## src/rtl/poly_note_clk.sv

```systemverilog
// Polyphonic square-wave note oscillator bank: a 2-stage pipeline converts a
// MIDI note to a half-period, which is committed to one of VOICES counters.
module poly_note_clk #(
  parameter int VOICES = 4,
  localparam int VW = (VOICES > 1) ? $clog2(VOICES) : 1,
  localparam int MW = $clog2(VOICES + 1)
) (
  input  logic              CLK24M,
  input  logic              RSTn,
  input  logic              note_wr,
  input  logic [VW-1:0]     wr_voice,
  input  logic [6:0]        wr_note,
  input  logic              wr_gate,
  output logic              busy,
  output logic [VOICES-1:0] wave,
  output logic [MW-1:0]     mix
);

  // Handshake: a write is taken on a rising edge where note_wr=1 and busy=0;
  // busy then stays high for the two pipeline cycles up to and including commit.

  function automatic logic [15:0] base_period(input logic [3:0] sem);
    case (sem)
      4'd0:    base_period = 16'd47975;
      4'd1:    base_period = 16'd45316;
      4'd2:    base_period = 16'd42749;
      4'd3:    base_period = 16'd40374;
      4'd4:    base_period = 16'd38101;
      4'd5:    base_period = 16'd35970;
      4'd6:    base_period = 16'd33948;
      4'd7:    base_period = 16'd32036;
      4'd8:    base_period = 16'd30234;
      4'd9:    base_period = 16'd28541;
      4'd10:   base_period = 16'd26935;
      4'd11:   base_period = 16'd25433;
      default: base_period = 16'd0;
    endcase
  endfunction

  logic          accept;
  logic          s1_vld_q, s1_vld_d;
  logic [VW-1:0] s1_voice_q, s1_voice_d;
  logic          s1_gate_q, s1_gate_d;
  logic [3:0]    s1_sem_q, s1_sem_d;
  logic [3:0]    s1_oct_q, s1_oct_d;
  logic          s2_vld_q, s2_vld_d;
  logic [VW-1:0] s2_voice_q, s2_voice_d;
  logic          s2_gate_q, s2_gate_d;
  logic [15:0]   s2_half_q, s2_half_d;

  logic [15:0]       cnt_q [VOICES];
  logic [15:0]       cnt_d [VOICES];
  logic [15:0]       p_q   [VOICES];
  logic [15:0]       p_d   [VOICES];
  logic [15:0]       pn_q  [VOICES];
  logic [15:0]       pn_d  [VOICES];
  logic [VOICES-1:0] pend_q, pend_d;
  logic [VOICES-1:0] g_q, g_d;
  logic [VOICES-1:0] wave_q, wave_d;
  logic [MW-1:0]     mix_q, mix_d;

  assign busy   = s1_vld_q | s2_vld_q;
  assign accept = note_wr & ~busy;
  assign wave   = wave_q;
  assign mix    = mix_q;

  always_comb begin
    s1_vld_d   = accept;
    s1_voice_d = wr_voice;
    s1_gate_d  = wr_gate;
    s1_sem_d   = 4'(wr_note % 7'd12);
    s1_oct_d   = 4'(wr_note / 7'd12);
    s2_vld_d   = s1_vld_q;
    s2_voice_d = s1_voice_q;
    s2_gate_d  = s1_gate_q;
    s2_half_d  = base_period(s1_sem_q) >> s1_oct_q;
  end

  always_comb begin
    cnt_d  = cnt_q;
    p_d    = p_q;
    pn_d   = pn_q;
    pend_d = pend_q;
    g_d    = g_q;
    wave_d = wave_q;
    for (int i = 0; i < VOICES; i++) begin
      // A released voice keeps running while wave=1 so its high level ends naturally.
      if (g_q[i] || wave_q[i]) begin
        if (cnt_q[i] >= p_q[i]) begin
          cnt_d[i]  = '0;
          wave_d[i] = ~wave_q[i];
          if (pend_q[i] && g_q[i]) p_d[i] = pn_q[i];
          pend_d[i] = 1'b0;
        end else begin
          cnt_d[i] = cnt_q[i] + 16'd1;
        end
      end
      // Out-of-range voice indices never match and are dropped here.
      if (s2_vld_q && (s2_voice_q == VW'(i))) begin
        if (s2_gate_q) begin
          if (!g_q[i]) begin
            p_d[i]    = s2_half_q;
            cnt_d[i]  = '0;
            g_d[i]    = 1'b1;
            pend_d[i] = 1'b0;
          end else begin
            pn_d[i]   = s2_half_q;
            pend_d[i] = 1'b1;
          end
        end else if (g_q[i]) begin
          g_d[i]    = 1'b0;
          pend_d[i] = 1'b0;
          if (!wave_d[i]) cnt_d[i] = '0;
        end
      end
    end
  end

  always_comb begin
    mix_d = '0;
    for (int i = 0; i < VOICES; i++) mix_d = mix_d + MW'(wave_q[i]);
  end

  always_ff @(posedge CLK24M or negedge RSTn) begin
    if (!RSTn) begin
      s1_vld_q   <= 1'b0;
      s1_voice_q <= '0;
      s1_gate_q  <= 1'b0;
      s1_sem_q   <= '0;
      s1_oct_q   <= '0;
      s2_vld_q   <= 1'b0;
      s2_voice_q <= '0;
      s2_gate_q  <= 1'b0;
      s2_half_q  <= '0;
      pend_q     <= '0;
      g_q        <= '0;
      wave_q     <= '0;
      mix_q      <= '0;
      for (int i = 0; i < VOICES; i++) begin
        cnt_q[i] <= '0;
        p_q[i]   <= '0;
        pn_q[i]  <= '0;
      end
    end else begin
      s1_vld_q   <= s1_vld_d;
      s1_voice_q <= s1_voice_d;
      s1_gate_q  <= s1_gate_d;
      s1_sem_q   <= s1_sem_d;
      s1_oct_q   <= s1_oct_d;
      s2_vld_q   <= s2_vld_d;
      s2_voice_q <= s2_voice_d;
      s2_gate_q  <= s2_gate_d;
      s2_half_q  <= s2_half_d;
      pend_q     <= pend_d;
      g_q        <= g_d;
      wave_q     <= wave_d;
      mix_q      <= mix_d;
      for (int i = 0; i < VOICES; i++) begin
        cnt_q[i] <= cnt_d[i];
        p_q[i]   <= p_d[i];
        pn_q[i]  <= pn_d[i];
      end
    end
  end

endmodule

```

## config.mk

```make
export PLATFORM = sky130hd
export DESIGN_NAME = poly_note_clk
export DESIGN_NICKNAME = d
export VERILOG_FILES = /design/src/rtl/poly_note_clk.sv
export SDC_FILE = /design/constraint.sdc
export NUM_CORES = 1
export LEC_CHECK = 0
export ABC_AREA = 1
export BUFFER_PORTS_ARGS = -buffer_cell sky130_fd_sc_hd__buf_2
export CAP_MARGIN = 20
export CORE_UTILIZATION = 49
export CTS_CLUSTER_SIZE = 30
export DETAILED_ROUTE_END_ITERATION = 7
export MAX_ROUTING_LAYER = met4
export PLACE_DENSITY = 0.65
export SYNTH_ARGS = -nofsm -noshare
export SYNTH_HDL_FRONTEND = slang
export SYNTH_SLANG_ARGS = --single-unit
```

## constraint.sdc

```tcl
create_clock -name CLK24M -period 1.97 [get_ports CLK24M]
set_input_delay 0.394 -clock CLK24M [delete_from_list [all_inputs] [get_ports CLK24M]]
set_output_delay 0.394 -clock CLK24M [all_outputs]
set_load 0.01 [all_outputs]
```

==> results, run 1 <==
- Counting flops with a built-in enable in the synthesized netlist gives 0.
- The most common cell after layout, fill and taps aside is sky130_fd_sc_hd__nand2_1.
- In this run the critical register-to-register path is captured at cnt_q[17].
- The number of buffers created by CTS is 28.
- The total global-route track usage is 0.252.
- The overall die height is 172 um.
- The final setup slack of the worst path is -0.129 ns.
- Yosys attributes the largest share of cell area to sky130_fd_sc_hd__dfrtp_1 (42%), sky130_fd_sc_hd__nand2_1 (16%), sky130_fd_sc_hd__inv_1 (7.8%), sky130_fd_sc_hd__ha_1 (6.8%), sky130_fd_sc_hd__nand3_1 (5.7%).
- The flip-flop and latch count after synthesis is between 200 and 250.
- The post-route antenna net violation count is 0.
- The final worst-path cycle share is 1.07.
- The gate count after technology mapping is roughly 1,900.
- The share of power burned in combinational logic is 0.390.
- The met3 global-route usage is 0.0302.
- The time the final worst path needs with I/O delays and setup is 2.10 ns.
- The longest clock path from root to sink contains 3 buffers.
- For this run, the number of Yosys warnings is 0.
- The max-capacitance violation count is 0.
- The checks that failed: negative setup slack.
- The slew at the pin closest to its max-slew limit is between 0.5 and 0.6 ns.
- TritonCTS built the clock tree.
- At the worst endpoint, the arrival time is between 2 and 3 ns.
- The H-tree depth is 1.
- The number of global-route vias before repair is approximately 12,000.
- Derived from the worst setup path, the maximum achievable clock frequency is about 0.48 GHz.
- The register-to-register path setup slack is -0.13 ns.
- The via count of the routed design is around 13,000.
- The pre-CTS setup slack is -0.116 ns.
- The relative max-transition margin is 0.643.
- The floorplan step set the die width to ~170 um.
- The worst clock skew on the final layout is 0.0153 ns.
- Counting cells, the worst reg-to-reg path comes to 13.
- For met1 alone, demand over resource in global routing was 0.323.
- The type of the worst setup path is flop to flop.
- The cell area after layout is ~19,000 um^2.
- The most area-hungry cell type in the Yosys netlist is sky130_fd_sc_hd__dfrtp_1.
- Final hold analysis gives a worst-case slack of 0.0407 ns.
- The highest-utilization routing layer at the global route stage is met2.
- STA classifies the critical path startpoint as a flop.
- The register share of total power is 0.343.
- The share of flip-flops with an asynchronous set or reset is 1.00.
- The number of antenna violations at the first check in global routing is 0.
- After detailed placement, the total cell area comes to around 16,000 um^2.
- The total half-perimeter wirelength after legalization and detailed placement is 23.9 mm.
- The kind of end point of the critical path is a flop.
- The analysis attributes to net switching a power of ~7.9 mW.
- The tightest min-delay check is of the input port to flop type.
- The switching portion of total power is 0.375.
- Compared with the post-synthesis result, the final layout area differs by 33.3%.
- The worst-path cell with the longest stage delay is sky130_fd_sc_hd__dfrtp_1.
- The power density over cell area is 1110 nW/um^2.
- The final number of max-transition violations is 0.
- The most used flip-flop cell after synthesis is sky130_fd_sc_hd__dfrtp_1.
- For the worst setup path, the data required time is 2.41 ns.
- The repair_antennas step left the layout with diodes totalling 0.
- The clock-pin transition on the worst setup and hold timing paths is roughly 0.070 ns.
- Setup violations remaining at the end of the flow were counted as a little over 70.
- The post-synth net total is 1,986.
- The area of the core is 28,200 um^2.
- The sequential share of the synthesized area is 0.422.
- The clock insertion delay at the later pin of the skew report is approximately 0.55 ns.
- The highest fanout seen on the critical path is 7.
- Synthesis instantiated 50 different standard cells from the library.
- Setup repair after global routing could not meet its margin everywhere.
- The share of total power dissipated in the clock network is 0.266.
- The number of top-level pins is 21.
- For met2 alone, demand over resource in global routing was 0.422.
- Dividing the detail-routed via count by the number of cells gives between 5 and 6.
- The top cell type's share of synthesized area is 0.422.
- The largest stage delay on the critical path is about 0.41 ns.
- The internal power of the cells totals 13.2 mW.
- The worst vdd rail ir drop is 0.791 mV.
- In the layout the commonest cells are sky130_fd_sc_hd__nand2_1 (471), sky130_fd_sc_hd__inv_1 (238), sky130_fd_sc_hd__dfrtp_1 (237).
- For this run the aggregate overflow at the end of global routing stands at 0.
- The count of standard-cell rows is 61.
- The detailed-route wire length is 38.2 mm.
- The worst hold path startpoint is wr_note[2].
- The most numerous cell type found on the critical path is sky130_fd_sc_hd__nand3_4.
- The final hold violation count is 0.
- For this design, the sink count on the clock tree is around 240.
- The mean cell area of the mapped netlist is about 7.5 um^2.
- The last weighted congestion value of the routability-driven placer is ~0.89.
- The final routed wire length divided by cell count is 15.5 um.
- The cell area after synthesis is 14,200 um^2.
- The first global-routing pass estimated just under 60 mm of wire.
- The root buffer selected by CTS is sky130_fd_sc_hd__clkbuf_16.
- The endpoint of the worst hold path is s1_sem_q[2].
- Entering global routing, the biggest net connects 57 pins.
- The number of buffers inserted by port buffering is 20.
- After the first detailed-routing iteration, the DRC count stood at slightly below 700.
- The total leakage power is between 9 and 10 nW.
- In the final layout, the share of cells above drive strength 1 is 0.313.
- The flow ran to the end, but the final reports show violations.
- The die area is around 30,000 um^2.
- The iteration count of the initial detailed-routing pass is 4.
- Along the worst hold path, the cell count comes to 2.
- The final layout contains about 2,200 nets.
- The initial utilization of the core area, before any placement, comes to 0.504.
- Traced cell by cell, the critical path runs through ha_4 > nand2_2 > inv_2 > nand3_4 > nor3_4 > nand2_2 > nand3_4 > nand2_4 > nand3_4 > nand3_4 > clkbuf_16 > nand2_4 > inv_2.
- The startpoint identified for the worst register-to-register timing path is cnt_q[26].
- The number of remaining DRC errors is 0.
## critical path: cells and delay by family, from the launching register on
| kind | cells | cell delay (ns) |
|---|---|---|
| adder cells (fa/ha/maj) | 1 | 0.28 |
| buffers and inverters | 3 | 0.31 |
| flip-flops | 1 | 0.41 |
| AND/OR/NAND/NOR | 9 | 1.00 |
## worst max-delay path by stage
stage / slack, ns / end / cells after the start / startpoint
2_1_floorplan: 0.09 / p_q[53] / 14 / cnt_q[57]
3_3_place_gp: -0.02 / cnt_q[19] / 12 / cnt_q[27]
3_5_place_dp: -0.12 / cnt_q[29] / 12 / cnt_q[27]
4_1_cts: -0.04 / p_q[41] / 13 / cnt_q[43]
5_1_grt: -0.20 / p_q[41] / 13 / cnt_q[43]
6_report: -0.13 / cnt_q[17] / 13 / cnt_q[26]
## sequential cells by signal, indices dropped and copies added (netlist names)
| register | cells |
|---|---|
| cnt_q | 64 |
| p_q | 64 |
| pn_q | 64 |
| s2_half_q | 16 |
| g_q | 4 |
| pend_q | 4 |
| s1_oct_q | 4 |
| s1_sem_q | 4 |
| wave | 4 |
| mix | 3 |
| s1_voice_q | 2 |
| s2_voice_q | 2 |
| s1_gate_q | 1 |
| s1_vld_q | 1 |
| s2_gate_q | 1 |
| s2_vld_q | 1 |
## logic make-up (layout without fill, tap and decap cells)
kind of cell,count (synthesis),in the layout,share of synthesized area
fa+ha+maj,78,78,0.0693
compound gates,205,205,0.0826
xor+xnor,24,24,0.0148
buf+inv,365,561,0.102
mux,1,1,0.000705
simple gates,983,985,0.309
flops,239,239,0.422
## timing repair
| action | CTS | global route |
|---|---|---|
| pin swaps | 13 | 157 |
| hold endpoints to repair | 54 | 0 |
| cloned | 2 | 5 |
| resized for setup | 55 | 401 |
| setup endpoints to repair | 103 | 139 |
| buffers inserted | 7 | 39 |
| hold buffers | 6 | 0 |
## layer usage
| layer | vias to the layer above | wire length, um | part of all wire |
|---|---|---|---|
| met1 | 6165 | 16800 | 0.44 |
| met2 | 231 | 18800 | 0.49 |
| met4 | 0 | 1350 | 0.035 |
| li1 | 6332 | - | - |
| met5 | - | 0 | 0 |
| met3 | 89 | 1300 | 0.034 |
## cell usage after synthesis, types with 14 or more instances
cell type	count
sky130_fd_sc_hd__nand2_1	587
sky130_fd_sc_hd__nand4_1	25
sky130_fd_sc_hd__nand3_1	161
sky130_fd_sc_hd__a21oi_1	73
sky130_fd_sc_hd__xor2_1	18
sky130_fd_sc_hd__inv_2	16
sky130_fd_sc_hd__nor3_1	29
sky130_fd_sc_hd__dfrtp_1	239
sky130_fd_sc_hd__inv_1	295
sky130_fd_sc_hd__o211ai_1	14
sky130_fd_sc_hd__clkbuf_1	21
sky130_fd_sc_hd__nor2_1	103
sky130_fd_sc_hd__o21ai_0	75
sky130_fd_sc_hd__ha_1	77
## power by group through the flow
stage               logic [mW]  clock network, mW  registers, mW
floorplan                 4.15                  0           7.08
global placement          5.97                  0           7.11
detailed placement        6.13                  0           7.14
CTS                       6.35               5.69           7.07
global route              9.19               5.90           7.36
finish                    8.21               5.61           7.22
## cell type report
cell class / instances / area, um^2
Inverter: 314 / 1220
Clock inverter: 15 / 188
Tap cell: 378 / 473
Timing Repair Buffer: 194 / 1730
Timing Repair inverter: 1 / 7.51
Fill cell: 2238 / 9250
Sequential cell: 239 / 5980
Multi-Input combinational cell: 1293 / 8500
Clock buffer: 37 / 816
## through the flow
step           cells   util  setup TNS [ns]  total power, mW
6_report        2471  0.671           -3.55             21.0
3_3_place_gp    2360  0.552          -0.123             13.1
2_1_floorplan   1895      -               0             11.2
3_5_place_dp    2360  0.552           -2.21             13.3
4_1_cts         2427  0.600          -0.267             19.1
5_1_grt         2471  0.671          -16.39             22.4
Note: power is estimated with default switching activity, not from simulation.
==> inputs of run 2 (changes only) <==
--- a/config.mk
+++ b/config.mk
@@ -5,7 +5,6 @@
 export SDC_FILE = /design/constraint.sdc
 export NUM_CORES = 1
 export LEC_CHECK = 0
-export ABC_AREA = 1
 export BUFFER_PORTS_ARGS = -buffer_cell sky130_fd_sc_hd__buf_2
 export CAP_MARGIN = 20
 export CORE_UTILIZATION = 49
==> run 2 against run 1 <==
Compared with the run above:
- the flow still finishes with violations (negative setup slack)
- global-route usage is 0.86 points lower
- non-clock buffer count is 67 higher
- cell count is 24% lower
- first-iteration DRC count is 21% lower
- clock-buffer cell count is 4 lower
- total power is 7.8% lower
- utilization is 1.7 points higher
- combinational power is 13% lower
- register-to-register slack worse by 0.24 ns
- synthesized area is 10% lower
- largest power group unchanged
- highest routed layer unchanged
==> results, run 2 <==
- The flow ran to the end, but the final reports show violations.
- The checks that failed: negative setup slack.
- The number of sinks driven by the clock tree is 239 (unchanged).
- The number of antenna violations at the first check in global routing is 0 (unchanged).
- The horizontal die dimension was 163 um (-5.2%).
- The maximum clock path buffer count is 3 (unchanged).
- The register-to-register path setup slack is -0.37 ns (-0.24 ns).
- The total leakage power is 8.46 nW (-12%).
- The gate count after technology mapping was 1,293 (-32%).
- The time the final worst path needs with I/O delays and setup was 2.34 ns (+0.237 ns).
- In the layout the commonest cells are sky130_fd_sc_hd__dfrtp_1 (237), sky130_fd_sc_hd__buf_4 (193), sky130_fd_sc_hd__nor2_1 (120).
- The endpoint of the lowest-slack register-to-register path is p_q[4].
- The worst setup path is of the flop to flop kind.
- The flip-flop and latch count after synthesis is 239 (unchanged).
- The power density over cell area is 1110 nW/um^2 (about the same).
- The count of standard-cell rows was 58 (-4.9%).
- The post-route antenna net violation count was 0 (unchanged).
- The post-synth net total is 1,384 (-30%).
- The vias per cell came to 5.49 (+5.8%).
- The number of cells in the finished layout apart from fillers is 1,874 (-24%).
- The final setup slack of the worst path is -0.366 ns (-0.237 ns).
- The clock insertion delay at the later pin of the skew report is 0.53 ns (-0.02 ns).
- The number of buffers inserted by port buffering is 20 (unchanged).
- The library cell used most frequently in the layout, excluding fill and tap cells, is sky130_fd_sc_hd__dfrtp_1.
- The pin count of the biggest net entering global routing was 57 (unchanged).
- The worst-path cell with the longest stage delay is sky130_fd_sc_hd__dfrtp_1.
- The post-placement cell count came to 1,777 (-25%).
- The detailed-route wire length is 32.1 mm (-16%).
- The count of fill cells added during filler insertion is 1,828 (-18%).
- The share of layout cells above drive strength 1 is 0.390 (+0.0765).
- The total half-perimeter wirelength after legalization and detailed placement was 19.8 mm (-17%).
- The cell repeated most along the worst path is sky130_fd_sc_hd__buf_6.
- The cell depth of the worst flop-to-flop path is 11 (-2).
- The most numerous cell in the Yosys netlist is sky130_fd_sc_hd__dfrtp_1.
- The number of global-route vias before repair came to 10,100 (-15%).
- The mean cell area of the mapped netlist is 9.85 um^2 (+32%).
- The setup-violating endpoint count in the final report was 140 (+94%).
- The final routed wire length divided by cell count is 17.1 um (+11%).
- The top cell type's share of synthesized area was 0.470 (+0.0480).
- The relative max-transition margin came to 0.521 (-0.122).
- The clock-pin transition on the worst setup and hold timing paths is 0.06 ns (about the same).
- The largest stage delay on the critical path is 0.37 ns (-0.04 ns).
- The highest fanout seen on the critical path was 7 (unchanged).
- The share of flip-flops with an asynchronous set or reset came to 1.00 (unchanged).
- The launching element type of the critical path is a flop.
- The overall die height was 163 um (-5.2%).
- The first-pass GRT wire length is 50.4 mm (-13%).
- The slew at the pin closest to its max-slew limit is 0.719 ns (+0.184 ns).
- The most used flip-flop cell after synthesis is sky130_fd_sc_hd__dfrtp_1.
- The synthesis-to-finish area growth is 36.8%.
- The iteration count of the initial detailed-routing pass is 5 (+1).
- sky130_fd_sc_hd__dfrtp_1 takes more of the synthesized area than any other cell.
- The tightest min-delay check is of the input port to flop type.
- The hold path depth was 3 (+1).
- TritonCTS built the clock tree.
- The final-stage net count is 1,617 (-25%).
- The data arrival at the endpoint of the critical path is 2.74 ns (+0.20 ns).
- Setup repair after global routing could not meet its margin everywhere.
- The number of buffers created by CTS came to 26 (-7.1%).
- In this run the critical register-to-register path is launched from p_q[14].
- The critical path starts at p_q[14].
- By area the synthesized netlist is led by sky130_fd_sc_hd__dfrtp_1 (47%), sky130_fd_sc_hd__ha_1 (7.6%), sky130_fd_sc_hd__mux2_2 (6.2%), sky130_fd_sc_hd__nor2_1 (4.8%), sky130_fd_sc_hd__a21oi_1 (4.0%).
- The final number of max-transition violations is 0 (unchanged).
- The final hold violation count is 0 (unchanged).
- The die area is 26,600 um^2 (-10%).
- The pre-CTS setup slack is -0.726 ns (-0.610 ns).
- The number of warnings issued by yosys came to 0 (unchanged).
- The area of the core came to 25,300 um^2 (-10%).
- The worst clock skew on the final layout is 0.00846 ns (-0.00681 ns).
- The number of antenna repair diodes is 0 (unchanged).
- The number of remaining DRC errors is 0 (unchanged).
- The sequential share of the synthesized area is 0.470 (+0.0480).
- In this run the most critical hold path is launched from note_wr.
- The root buffer selected by CTS is sky130_fd_sc_hd__clkbuf_16.
- The via count of the routed design is 10,300 (-20%).
- The number of top-level pins is 21 (unchanged).
- The cell area after synthesis is 12,700 um^2 (-10%).
- In the final layout, the registers with the most flip-flops are cnt_q (64), p_q (64), pn_q (64).
- The number of enable-type register cells in the synthesized netlist is 0 (unchanged).
- The highest attainable clock frequency is 0.428 GHz (-10%).
- For hold timing, the worst endpoint is s1_vld_q.
- The last weighted congestion value of the routability-driven placer is 0.870 (-2.2%).
- The starting utilization of the core area came to 0.503 (-0.000834).
- The final worst-path cycle share is 1.19 (+0.120).
- The H-tree depth is 1 (unchanged).
- The critical path data required time is 2.37 ns (-0.04 ns).
- The sum of overflow across all layers after global routing is 0 (unchanged).
- The signal on the critical path passes through inv_2 > ha_4 > a21o_1 > a211o_1 > buf_6 > a2111oi_4 > buf_4 > nor3_4 > buf_6 > a22oi_2 > o31ai_1.
- The kind of end point of the critical path is a flop.
- The total global-route track usage came to 0.243 (-0.00858).
- The worst vdd rail ir drop came to 1.01 mV (+27%).
- Grouping stages by cell kind, the critical path spends the most delay in compound AO/OA/AOI/OAI gates.
- The max-capacitance violation count is 0 (unchanged).
- The count of distinct cell types in the synthesized netlist is 58 (+16%).
- Ranked by instance count, the synthesized netlist is headed by sky130_fd_sc_hd__dfrtp_1 (239), sky130_fd_sc_hd__nor2_1 (163), sky130_fd_sc_hd__a21oi_1 (102).
- The buffers plus inverters on the worst setup path is 4 (+1).
- The number of design-rule violations left by the first detailed-router iteration came to 541 (-21%).
-- run 2: what timing repair did --
item / 4_1_cts / 5_1_grt
pin swaps: 84 / 87
cloned: 7 / 2
endpoints found under the setup margin: 143 / 149
setup buffers: 26 / 12
hold buffers: 6 / 0
gates resized for setup: 146 / 165
hold endpoints to repair: 55 / 0
-- run 2: worst max path at each step --
stage	end	slack, ns	cells past startpoint
finish	p_q[4]	-0.37	11
detailed placement	p_q[0]	-0.73	9
global route	p_q[4]	-0.43	11
CTS	p_q[32]	-0.32	8
global placement	p_q[0]	-0.66	9
floorplan	p_q[37]	-0.31	10
-- run 2: power breakdown --
group	total [mW]	internal [mW]	leakage, nW	switching [mW]
clock network	5.12	3.10	0.432	2.02
logic	7.15	3.73	4.94	3.42
registers	7.14	6.12	3.09	1.02
-- run 2: cell type report --
cell class,count,area [um^2],area share
inverters,84,323,0.0185
clock inverters,13,176,0.0101
flip-flops and latches,239,5980,0.343
multi-input cells,914,7540,0.433
repair buffers,261,2270,0.130
well taps,330,413,0.0237
clock buffers,33,718,0.0412
-- run 2: tightest hold or removal path: cells and delay by family --
| family | cells | cell delay [ns] |
|---|---|---|
| buffers and inverters | 2 | 0.13 |
| AND/OR/NAND/NOR | 1 | 0.03 |
-- run 2: kinds of logic (layout without fill, tap and decap cells) --
group	Yosys count	after routing	share of synthesized area
AND/OR/NAND/NOR	404	407	0.144
AO/OA/AOI/OAI	257	257	0.127
flip-flops	239	239	0.470
buffers and inverters	143	391	0.0443
multiplexers	114	114	0.0984
adder cells (fa/ha/maj)	78	78	0.0772
XOR/XNOR	58	58	0.0399
-- run 2: layer usage --
metal	track usage	wire length [um]
met1	0.312	14300
met2	0.404	16000
met3	0.0335	1030
met4	0.0595	728
met5	-	0
-- run 2: stage by stage --
step                       util  cell area, um^2  TNS (ns)  hold WS [ns]  total power [mW]
after floorplan               -            12900    -13.10        0.0984              10.1
after global placement    0.582            14700    -34.11         0.335              12.3
after detailed placement  0.582            14700    -36.04         0.337              12.5
after CTS                 0.655            16600    -26.97        0.0464              18.5
after global routing      0.688            17400    -45.61        0.0832              20.5
final                     0.688            17400    -29.14        0.0681              19.4
==> inputs of run 3 (changes only) <==
--- a/config.mk
+++ b/config.mk
@@ -15,3 +15,4 @@
 export SYNTH_ARGS = -nofsm -noshare
 export SYNTH_HDL_FRONTEND = slang
 export SYNTH_SLANG_ARGS = --single-unit
+export TNS_END_PERCENT = 50
==> constraint.sdc (replaced) <==
create_clock -name CLK24M -period 1.97 [get_ports CLK24M]
set_input_delay 0.394 -clock CLK24M [delete_from_list [all_inputs] [get_ports CLK24M]]
set_output_delay 0.394 -clock CLK24M [all_outputs]
set_load 0.02 [all_outputs]
==> run 3 against run 2 <==
Compared with the run above:
- the flow still finishes with violations (negative setup slack)
- worst setup slack improved by 0.041 ns
- critical path depth fell by 3
- hold slack got worse by 0.0014 ns
- total power rose by 1.0%
==> results, run 3 (synthesized netlist as in run 2, its figures left out) <==
- The worst clock skew on the final layout is 0.00890 ns (+0.000443 ns).
- Leaving out fill and tap cells, the most frequent cell in the layout is sky130_fd_sc_hd__dfrtp_1.
- The final worst-path cycle share is 1.17 (-0.0207).
- The final hold violation count is 0 (unchanged).
- The count of standard-cell rows is 58 (unchanged).
- The critical path data required time is 2.39 ns (+0.02 ns).
- The largest registers in the layout are cnt_q (64), p_q (64), pn_q (64).
- The first-pass GRT wire length came to 50.0 mm (-0.79%).
- The post-route antenna net violation count is 0 (unchanged).
- The horizontal die dimension was 163 um (unchanged).
- The area growth from synthesis to layout is 33.7%.
- The clock insertion delay at the later pin of the skew report came to 0.53 ns (about the same).
- The vias per cell is 5.52 (+0.65%).
- The number of buffers created by CTS is 27 (+3.8%).
- The final routed wire length divided by cell count came to 17.0 um (-0.47%).
- The total half-perimeter wirelength after legalization and detailed placement is 20.2 mm (+1.6%).
- The register share of total power is 0.365 (-0.003).
- The final-stage net count was 1,591 (-1.6%).
- The total global-route track usage is 0.241 (-0.00150).
- Setup repair after global routing could not meet its margin everywhere.
- The pre-CTS setup slack is -0.609 ns (+0.117 ns).
- The critical path is of the flop to flop type.
- The number of global-route vias before repair is 10,000 (-0.77%).
- The cell area after layout is 17,000 um^2 (-2.3%).
- The checks that failed: negative setup slack.
- The post-route total power is 19.6 mW (+1.0%).
- The detailed-route wire length is 31.5 mm (-1.7%).
- The highest fanout seen on the critical path came to 8 (+1).
- The buffers plus inverters on the worst setup path is 0 (-4).
- The post-placement cell count is 1,764 (-0.73%).
- In this run the worst hold path is classified as input port to flop.
- The iteration count of the initial detailed-routing pass came to 6 (+1).
- The number of cells in the finished layout apart from fillers is 1,850 (-1.3%).
- The flow ran to the end, but the final reports show violations.
- The max-capacitance violation count came to 0 (unchanged).
- The H-tree depth came to 1 (unchanged).
- The switching portion of total power is 0.325 (-0.00728).
- The maximum clock path buffer count is 3 (unchanged).
- The switching power of the nets is 6.38 mW (-1.2%).
- The count of fill cells added during filler insertion is 1,887 (+3.2%).
- The total leakage power was 8.30 nW (-1.9%).
- The path with the worst hold slack has its endpoint at s1_vld_q.
- The cell depth of the worst flop-to-flop path was 8 (-3).
- Walking the worst path, the cells encountered are ha_1 > a21o_1 > a221o_1 > o2111ai_2 > a31oi_4 > and3_4 > a21oi_2 > a21oi_1.
- The placed standard-cell area is 14,700 um^2 (-0.45%).
- The number of antenna violations at the first check in global routing is 0 (unchanged).
- Grouping stages by cell kind, the critical path spends the most delay in compound AO/OA/AOI/OAI gates.
- The die area is 26,600 um^2 (unchanged).
- The share of power burned in combinational logic was 0.349 (-0.020).
- The overall die height is 163 um (unchanged).
- The sum of overflow across all layers after global routing is 0 (unchanged).
- The number of design-rule violations left by the first detailed-router iteration is 614 (+13%).
- The startpoint of the lowest-slack register-to-register path is cnt_q[43].
- The number of antenna repair diodes is 0 (unchanged).
- The relative max-transition margin was 0.607 (+0.0863).
- The final setup slack of the worst path is -0.326 ns (+0.0408 ns).
- The number of remaining DRC errors was 0 (unchanged).
- The last weighted congestion value of the routability-driven placer is 0.867 (-0.40%).
- The number of sinks driven by the clock tree came to 239 (unchanged).
- The power density over cell area is 1150 nW/um^2 (+3.4%).
- The hold path depth is 3 (unchanged).
- The number of buffers inserted by port buffering is 20 (unchanged).
- The area of the multi-input gates came to 7280 um^2 (-3.4%).
- The path length in cells of the critical path is 8 (-3).
- The time the final worst path needs with I/O delays and setup is 2.30 ns (-0.0408 ns).
- The flip-flop and latch area is 5980 um^2 (about the same).
- The worst hold slack came to 0.0666 ns (-0.00141 ns).
- The setup-violating endpoint count in the final report was 134 (-4.3%).
- The worst register-to-register path ends at p_q[39].
- The data arrival at the endpoint of the critical path is 2.72 ns (-0.02 ns).
- The worst hold path startpoint is note_wr.
- TritonCTS built the clock tree.
- The cell sitting at the root of the clock tree is a sky130_fd_sc_hd__clkbuf_16.
- The clock group share of total power is 0.286 (+0.022).
- The highest attainable clock frequency is 0.436 GHz (+1.8%).
- The clock-pin transition on the worst setup and hold timing paths came to 0.06 ns (about the same).
- The largest stage delay on the critical path is 0.40 ns (+0.03 ns).
- The area of the core is 25,300 um^2 (unchanged).
- The launching element type of the critical path is a flop.
- The library cells used most frequently in the layout, excluding fill and tap cells, are sky130_fd_sc_hd__dfrtp_1 (236), sky130_fd_sc_hd__buf_4 (174), sky130_fd_sc_hd__nor2_1 (124).
- The pin count of the biggest net entering global routing was 63 (+11%).
- The worst vdd rail ir drop is 0.884 mV (-12%).
- The final number of max-transition violations was 0 (unchanged).
- The via count of the routed design is 10,200 (-0.64%).
- The cell-internal power is 13.2 mW (+2.1%).
- The starting utilization of the core area was 0.503 (unchanged).
- The kind of end point of the critical path is a flop.
- The share of layout cells above drive strength 1 came to 0.357 (-0.0333).
- The register-to-register path setup slack came to -0.33 ns (+0.04 ns).
- The slew at the pin closest to its max-slew limit came to 0.589 ns (-0.129 ns).
- The worst-path cell with the longest stage delay is sky130_fd_sc_hd__dfrtp_1.
- The number of top-level pins is 21 (unchanged).
## run 3: changes by cell type in the layout (fill, tap and decap cells not counted), sizes merged
cell and change:
buf -28, bufinv +3, clkbuf +5, clkinv -3, clkinvlp -3, inv +2
## run 3: worst max path at each step
stage | endpoint | start | slack, ns
floorplan | p_q[37] | cnt_q[41] | -0.31
global placement | p_q[0] | cnt_q[11] | -0.56
detailed placement | p_q[0] | cnt_q[11] | -0.61
CTS | cnt_q[48] | p_q[50] | -0.29
global route | cnt_q[48] | p_q[48] | -0.43
finish | p_q[39] | cnt_q[43] | -0.33
## run 3: worst min-delay path: cells and delay by family
kind	cells	cell delay, ns
buf+inv	2	0.13
simple gates	1	0.03
## run 3: timing repair
| action | in CTS | in global routing |
|---|---|---|
| gates resized for setup | 106 | 136 |
| cloned | 5 | 3 |
| endpoints found under the setup margin | 143 | 148 |
| endpoints found under the hold margin | 58 | 0 |
| pin swaps | 48 | 88 |
| buffers inserted | 6 | 18 |
| hold buffers | 6 | 0 |
## run 3: cell type report
class                      instances  share of cell area
clock inverter                    12              0.0145
sequential                       239               0.352
timing repair buffer             234               0.119
inverter                          84              0.0188
clock buffer                      37              0.0442
tap                              330              0.0243
multi-input combinational        914               0.428
## run 3: per-layer routing
metal  part of all wire  up-vias  global-route usage  wire length (um)
met2               0.50      196               0.403             15700
met3              0.035       68              0.0249              1100
li1                   -     4931                   -                 -
met5                  0        -                   -                 0
met4              0.026        0              0.0599               809
met1               0.44     5024               0.315             13900
## run 3: stage by stage
step | util | setup TNS [ns]
final | 0.672 | -24.42
after global routing | 0.672 | -39.52
after global placement | 0.579 | -31.97
after CTS | 0.642 | -24.42
after floorplan | - | -15.50
after detailed placement | 0.579 | -36.02
## run 3: power by group through the flow
| stage | registers [mW] | clock network [mW] | logic [mW] |
|---|---|---|---|
| global route | 7.29 | 5.90 | 7.50 |
| detailed placement | 7.13 | 0 | 5.38 |
| finish | 7.15 | 5.61 | 6.84 |
| global placement | 7.10 | 0 | 5.18 |
| floorplan | 6.86 | 0 | 3.24 |
| CTS | 7.09 | 5.72 | 6.14 |
